<file path="config.mk">
export PLATFORM = sky130hd
export DESIGN_NAME = ship_heading_ctrl_flat
export DESIGN_NICKNAME = d
export VERILOG_FILES = /design/src/rtl/ship_heading_ctrl_if.sv /design/src/rtl/ship_heading_ctrl.sv /design/src/flat_wrapper.sv
export SDC_FILE = /design/constraint.sdc
export NUM_CORES = 1
export LEC_CHECK = 0
export BUFFER_PORTS_ARGS = -buffer_cell sky130_fd_sc_hd__buf_2
export CAP_MARGIN = 25
export CORE_MARGIN = 1
export CORE_UTILIZATION = 49
export CTS_CLUSTER_SIZE = 14
export DETAILED_ROUTE_END_ITERATION = 12
export HOLD_SLACK_MARGIN = 0.12
export MAX_ROUTING_LAYER = met4
export PLACE_DENSITY_LB_ADDON = 0.1
export SYNTH_ARGS = -nofsm -noshare
export SYNTH_HDL_FRONTEND = slang
export SYNTH_SLANG_ARGS = --single-unit
</file>
<file path="constraint.sdc">
create_clock -name clk -period 2.1 [get_ports clk]
set_clock_uncertainty 0.1 [all_clocks]
set_input_delay 0.63 -clock clk [delete_from_list [all_inputs] [get_ports clk]]
set_output_delay 0.63 -clock clk [all_outputs]
set_load 0.02 [all_outputs]
</file>
<file path="src/rtl/ship_heading_ctrl_if.sv">
// ship_heading_ctrl_if
// Groups the frame/button/drawer inputs and the heading/sprite-select outputs
// of the ship heading controller.
//   master : drives frame_tick, rot_left, rot_right, draw_busy;
//            observes direction, heading, redraw, pending
//   slave  : the controller side (mirror of master)
interface ship_heading_ctrl_if;
    logic       frame_tick;
    logic       rot_left;
    logic       rot_right;
    logic       draw_busy;
    logic [5:0] direction;
    logic [4:0] heading;
    logic       redraw;
    logic       pending;

    modport master (
        output frame_tick, rot_left, rot_right, draw_busy,
        input  direction, heading, redraw, pending
    );

    modport slave (
        input  frame_tick, rot_left, rot_right, draw_busy,
        output direction, heading, redraw, pending
    );
endinterface

</file>
<file path="src/rtl/ship_heading_ctrl.sv">
// ship_heading_ctrl
// Turns rotate-left/right button levels into a 32-step heading (clockwise
// from up) and the 6-bit sprite-select direction code. A press gives one
// immediate step, holding auto-repeats every REPEAT_TICKS frame ticks.
// Steps are committed only while the sprite drawer is idle.
//
// Ports:
//   clk        in   system clock
//   reset_n    in   asynchronous active-low reset
//   bus.slave:
//     frame_tick in  one-cycle pulse per frame
//     rot_left   in  rotate-left button level
//     rot_right  in  rotate-right button level
//     draw_busy  in  sprite drawer mid-sprite
//     direction  out {x_neg, x_mag[1:0], y_up, y_mag[1:0]}
//     heading    out heading index 0..31
//     redraw     out one-cycle pulse, first cycle the new direction is valid
//     pending    out a step is waiting for draw_busy to drop
//
// Optional build macro: BUTTON_SYNC_EN -- adds a 2-flop synchronizer on each
// button input (adds 2 cycles of input-to-commit latency).
module ship_heading_ctrl #(
    parameter int REPEAT_TICKS = 8,
    parameter int CNT_W        = 8
) (
    input  logic                clk,
    input  logic                reset_n,
    ship_heading_ctrl_if.slave  bus
);

    localparam logic [CNT_W-1:0] LP_LAST = CNT_W'(REPEAT_TICKS - 1);

    typedef enum logic {
        S_IDLE,
        S_HOLD
    } state_t;

    // ------------------------------------------------------------------
    // Button conditioning
    // ------------------------------------------------------------------
    logic w_left;
    logic w_right;

`ifdef BUTTON_SYNC_EN
    logic [1:0] r_left_sync;
    logic [1:0] r_right_sync;

    always_ff @(posedge clk or negedge reset_n) begin
        if (!reset_n) begin
            r_left_sync  <= 2'b00;
            r_right_sync <= 2'b00;
        end else begin
            r_left_sync  <= {r_left_sync[0],  bus.rot_left};
            r_right_sync <= {r_right_sync[0], bus.rot_right};
        end
    end

    assign w_left  = r_left_sync[1];
    assign w_right = r_right_sync[1];
`else
    assign w_left  = bus.rot_left;
    assign w_right = bus.rot_right;
`endif

    // Both or neither pressed resolves to no request.
    logic w_want_l;
    logic w_want_r;
    assign w_want_l = w_left & ~w_right;
    assign w_want_r = w_right & ~w_left;

    // ------------------------------------------------------------------
    // Press / auto-repeat FSM
    // ------------------------------------------------------------------
    state_t           r_state;
    state_t           w_state_nxt;
    logic [CNT_W-1:0] r_cnt;
    logic [CNT_W-1:0] w_cnt_nxt;
    logic             r_act_right;    // button that owns the current hold
    logic             w_act_right_nxt;
    logic             w_req;          // step request this cycle
    logic             w_req_right;    // its sign: 1 = clockwise

    always_ff @(posedge clk or negedge reset_n) begin
        if (!reset_n) begin
            r_state     <= S_IDLE;
            r_cnt       <= '0;
            r_act_right <= 1'b0;
        end else begin
            r_state     <= w_state_nxt;
            r_cnt       <= w_cnt_nxt;
            r_act_right <= w_act_right_nxt;
        end
    end

    always_comb begin
        w_state_nxt     = r_state;
        w_cnt_nxt       = r_cnt;
        w_act_right_nxt = r_act_right;
        w_req           = 1'b0;
        w_req_right     = r_act_right;
        case (r_state)
            S_IDLE: begin
                if (w_want_l || w_want_r) begin
                    w_req           = 1'b1;
                    w_req_right     = w_want_r;
                    w_act_right_nxt = w_want_r;
                    w_state_nxt     = S_HOLD;
                    w_cnt_nxt       = '0;
                end
            end
            S_HOLD: begin
                // Hold persists only while the owning button is the sole one.
                if (r_act_right ? w_want_r : w_want_l) begin
                    if (bus.frame_tick) begin
                        if (r_cnt == LP_LAST) begin
                            w_req     = 1'b1;
                            w_cnt_nxt = '0;
                        end else begin
                            w_cnt_nxt = r_cnt + 1'b1;
                        end
                    end
                end else begin
                    w_state_nxt = S_IDLE;
                    w_cnt_nxt   = '0;
                end
            end
            default: begin
                w_state_nxt = S_IDLE;
                w_cnt_nxt   = '0;
            end
        endcase
    end

    // ------------------------------------------------------------------
    // Pending step and commit
    // ------------------------------------------------------------------
    logic       r_pending;
    logic       r_sign_right;
    logic       w_pending_nxt;
    logic       w_sign_right_nxt;
    logic       w_commit;
    logic       w_pend_live;
    logic [4:0] r_heading;
    logic [5:0] r_direction;
    logic       r_redraw;
    logic [4:0] w_head_step;

    assign w_commit    = r_pending & ~bus.draw_busy;
    // A committing step is consumed at this edge, so a request arriving on
    // the same edge starts a fresh pending step rather than being dropped.
    assign w_pend_live = r_pending & ~w_commit;
    assign w_head_step = r_sign_right ? (r_heading + 5'd1) : (r_heading - 5'd1);

    always_comb begin
        w_pending_nxt    = w_pend_live;
        w_sign_right_nxt = r_sign_right;
        if (w_req) begin
            if (!w_pend_live) begin
                w_pending_nxt    = 1'b1;
                w_sign_right_nxt = w_req_right;
            end else if (r_sign_right != w_req_right) begin
                // Opposite steps cancel; same-sign duplicates are dropped.
                w_pending_nxt = 1'b0;
            end
        end
    end

    // Sprite-select code for a heading. Odd quadrants use the mirrored
    // magnitude table; x_neg on the left half, y_up on the top half.
    function automatic logic [5:0] f_dir(input logic [4:0] h);
        logic [3:0] mag;  // {x_mag, y_mag}
        logic [1:0] q;
        q = h[4:3];
        if (!q[0]) begin
            case (h[2:0])
                3'd0:    mag = {2'd0, 2'd3};
                3'd1:    mag = {2'd1, 2'd3};
                3'd2:    mag = {2'd1, 2'd2};
                3'd3:    mag = {2'd2, 2'd3};
                3'd4:    mag = {2'd1, 2'd1};
                3'd5:    mag = {2'd3, 2'd2};
                3'd6:    mag = {2'd2, 2'd1};
                default: mag = {2'd3, 2'd1};
            endcase
        end else begin
            case (h[2:0])
                3'd0:    mag = {2'd3, 2'd0};
                3'd1:    mag = {2'd3, 2'd1};
                3'd2:    mag = {2'd2, 2'd1};
                3'd3:    mag = {2'd3, 2'd2};
                3'd4:    mag = {2'd1, 2'd1};
                3'd5:    mag = {2'd2, 2'd3};
                3'd6:    mag = {2'd1, 2'd2};
                default: mag = {2'd1, 2'd3};
            endcase
        end
        return {q[1], mag[3:2], ~(q[1] ^ q[0]), mag[1:0]};
    endfunction

    always_ff @(posedge clk or negedge reset_n) begin
        if (!reset_n) begin
            r_pending    <= 1'b0;
            r_sign_right <= 1'b0;
            r_heading    <= 5'd0;
            r_direction  <= 6'b000111;
            r_redraw     <= 1'b0;
        end else begin
            r_pending    <= w_pending_nxt;
            r_sign_right <= w_sign_right_nxt;
            r_redraw     <= w_commit;
            if (w_commit) begin
                r_heading   <= w_head_step;
                r_direction <= f_dir(w_head_step);
            end
        end
    end

    assign bus.heading   = r_heading;
    assign bus.direction = r_direction;
    assign bus.redraw    = r_redraw;
    assign bus.pending   = r_pending;

endmodule

</file>
<file path="src/flat_wrapper.sv">
// flat-port wrapper written by rule: the top's interface ports become plain ports
module ship_heading_ctrl_flat 
#(
    parameter int REPEAT_TICKS = 8,
    parameter int CNT_W        = 8
)
  (clk, reset_n, bus_frame_tick, bus_rot_left, bus_rot_right, bus_draw_busy, bus_direction, bus_heading, bus_redraw, bus_pending);
  ship_heading_ctrl_if bus_i ();
  input  logic clk;
  input  logic reset_n;
  input wire logic [$bits(bus_i.frame_tick)-1:0] bus_frame_tick;
  input wire logic [$bits(bus_i.rot_left)-1:0] bus_rot_left;
  input wire logic [$bits(bus_i.rot_right)-1:0] bus_rot_right;
  input wire logic [$bits(bus_i.draw_busy)-1:0] bus_draw_busy;
  output wire logic [$bits(bus_i.direction)-1:0] bus_direction;
  output wire logic [$bits(bus_i.heading)-1:0] bus_heading;
  output wire logic [$bits(bus_i.redraw)-1:0] bus_redraw;
  output wire logic [$bits(bus_i.pending)-1:0] bus_pending;
  assign bus_i.frame_tick = bus_frame_tick;
  assign bus_i.rot_left = bus_rot_left;
  assign bus_i.rot_right = bus_rot_right;
  assign bus_i.draw_busy = bus_draw_busy;
  assign bus_direction = bus_i.direction;
  assign bus_heading = bus_i.heading;
  assign bus_redraw = bus_i.redraw;
  assign bus_pending = bus_i.pending;
  ship_heading_ctrl #(.REPEAT_TICKS(REPEAT_TICKS), .CNT_W(CNT_W)) u_core (.clk(clk), .reset_n(reset_n), .bus(bus_i));
endmodule
</file>
==> metrics.md <==
| Metric | Value |
|---|---|
| Status | complete, no violations |
| P per Cell Area | 1720 mW/mm^2 |
| Net Sw Power | 1270 uW |
| GRT overflow | 0 |
| PortBufs | 18 |
| Number of global-route vias before repair | 933 |
| CTS sink count | 23 |
| Pwr Total | 2840 uW |
| Combinational share of power | 0.686 |
| Slew headroom | 0.656 |
| Setup TNS | 0 ns |
| DRT Pass-1 Iters | 4 |
| Starting density of the core | 0.512 |
| Number of buffers and inverters on the critical path | 1 |
| Setup CP Type | reg2reg |
| Max-cap viol count | 0 |
| Core box area | 0.00273 sq mm |
| Die H | 55.5 microns |
| Top FF cell, synth | dfrtp_1 |
| Unique cell type count in the Yosys netlist | 35 |
| Layout cells sized above 1 | 0.287 |
| Die Footprint | 0.00308 sq mm |
| CP max-delay cell | dfrtp_1 |
| P_int | 1570 uW |
| Period utilization | 0.963 |
| Rows | 19 |
| Sequential share of power | 0.241 |
| Largest net degree at the start of global routing | 24 |
| Synth Register Bits | 23 |
| Hold Buf Count CTS | 0 |
| Slowest cell delay on critical path | 0.41 ns |
| Worst Path Required | 2.25 ns |
| Area growth syn-to-layout | 18.1% |
| Crit path DAT | 2.17 ns |
| Class of the worst hold path | in2async |
| Synth top area cells | dfrtp_1, ha_1, dfstp_2, nand2_1, mux2i_1 |
| Worst-Skew Late Latency | 0.31 ns |
| # IOs | 19 |
| Final Critical Period | 2.02 ns |
| CP Launch Type | flip-flop |
| Gr usage total | 0.177 |
| Root Buffer | clkbuf_4 |
| Syn Inst Count | 140 |
| Via count | 1030 |
| Slew Limit Fails | 0 |
| Total Wirelength | 2.47 mm |
| Critical-path cell list | inv_2, ha_4, a21o_1, a21oi_4, xnor2_4, xnor3_1, o21ai_1 |
| Syn nets | 157 |
| Drc violations | 0 |
| Post-Place Setup Slack | -0.174 ns |
| Final Setup Violations | 0 |
| Most frequent cells in the layout | nand2_1, dfrtp_1, buf_2 |
| Area leader, netlist | dfrtp_1 |
| Seq/Total Area, Yosys | 0.414 |
| CTS tree | built |
| Unrepaired setup endpoints after global routing | yes |
| Sw Share | 0.446 |
| Final hold violation count | 0 |
| H-tree Lvls | 1 |
| CP Capture Type | flip-flop |
| Mapped cell area | 0.00140 sq mm |
| Hpwl dp | 1.85 mm |
| Number of flops mapped to enable cells by yosys | 0 |
| DR iter-0 viols | 13 |
| Peak VDD IR | 1680 uV |
| Syn_area_per_cell | 10.0 sq um |
| Drt wl/cell | 12.5 microns |
| Fmax | 494 MHz |
| Global-route wire length before repair | 4.20 mm |
| CP max FO | 8 |
| Antenna violations before repair | 0 |
| Post-CTS Setup Bufs | 0 |
| CTS clk-pin slew, worst paths | 0.13 ns |
| Number of antenna diodes | 0 |
| Die Width | 55.5 microns |
| Clk pwr share | 0.073 |
| CP top delay family | XOR/XNOR gates |
| Yosys warnings | 0 |
| Final Wtd Congestion | 0.803 |
| Leak | 0.000781 uW |
| Final setup margin | 0.0777 ns |
| Clock buffer depth | 2 |
| Antenna Nets Post-Route | 0 |
| Layout net count | 185 |
| Vias per inst | 5.20 |
| Area share of the largest cell type after synthesis | 0.357 |
| Tightest Pin Transition | 0.515 ns |
| R2R setup slack | 0.08 ns |
| Async set or reset register ratio after synthesis | 1.00 |
| Cts bufs inserted | 3 |
-- final cells by class --
class	instances	area, sq um
Fill cell	236	1080
Multi-Input combinational cell	107	831
Sequential cell	23	581
Timing Repair Buffer	26	150
Tap cell	31	38.8
Clock buffer	4	26.3
Inverter	7	26.3
-- cells by family (layout without fill, tap and decap cells) --
group                    Yosys count  in the layout  synth area share
flip-flops                        23             23             0.414
multiplexers                       8              8            0.0581
XOR/XNOR                          12             12            0.0983
adder cells (fa/ha/maj)           11             11             0.104
AO/OA/AOI/OAI                     23             23             0.117
buffers and inverters             10             37            0.0295
AND/OR/NAND/NOR                   53             53             0.180
-- sequential cells by signal, summed over array words and instances, names as in the netlist --
signal and count:
u_core.r_sign_right 1, u_core.bus.redraw 1, u_core.bus.heading 5, u_core.bus.pending 1
u_core.r_cnt 8, u_core.bus.direction 5, u_core.r_act_right 1, u_core.r_state 1
-- Yosys cell counts (3+ instances only) --
master and count:
dfrtp_1 20, nand2_1 19, nor2_1 16, ha_1 10, xnor2_1 8, mux2i_1 7
inv_1 6, a21oi_1 5, o21ai_0 5, nand2b_1 4, nor3_1 4, a21o_1 3
dfstp_2 3, nand3_1 3, nor4_1 3
-- what timing repair did --
action	CTS	global route
pin swaps	0	1
gates resized for setup	2	5
endpoints found under the setup margin	1	5
-- layer usage --
layer	share of wire	GRT usage	vias up
met4	0	0.0536	0
met3	0.027	0.0234	0
met2	0.45	0.265	17
met1	0.53	0.252	482
li1	-	-	531
met5	0	-	-
-- power groups by stage --
| stage | registers (uW) | clock network (uW) | logic [uW] |
|---|---|---|---|
| 2_1_floorplan | 813 | 0 | 1350 |
| 3_3_place_gp | 682 | 0 | 1820 |
| 3_5_place_dp | 693 | 0 | 1860 |
| 4_1_cts | 686 | 216 | 1880 |
| 5_1_grt | 702 | 233 | 2120 |
| 6_report | 683 | 208 | 1950 |
-- per-stage QoR --
| stage | hold WS [ns] | std cells | cell area [sq um] | util |
|---|---|---|---|---|
| after floorplan | 0.234 | 140 | 1420 | - |
| after global placement | 0.351 | 194 | 1590 | 0.583 |
| after detailed placement | 0.355 | 194 | 1590 | 0.583 |
| after CTS | 0.191 | 198 | 1620 | 0.593 |
| after global routing | 0.203 | 198 | 1650 | 0.605 |
| final | 0.169 | 198 | 1650 | 0.605 |
-- path summary, 6_finish.rpt --
check / end / from / depth (start not counted)
min: u_core.r_state$_DFF_PN0_ / reset_n / 1
min in group clk: u_core.bus.direction[2]$_DFFE_PN1P_ / u_core.bus.direction[2]$_DFFE_PN1P_ / 2
min reg2reg: u_core.bus.direction[2]$_DFFE_PN1P_ / u_core.bus.direction[2]$_DFFE_PN1P_ / 2
max: u_core.bus.direction[2]$_DFFE_PN1P_ / u_core.r_sign_right$_DFFE_PN0P_ / 7
max in group asynchronous: u_core.bus.heading[1]$_DFFE_PN0P_ / reset_n / 1
max reg2reg: u_core.bus.direction[2]$_DFFE_PN1P_ / u_core.r_sign_right$_DFFE_PN0P_ / 7
Note: power is estimated with default switching activity, not from simulation.
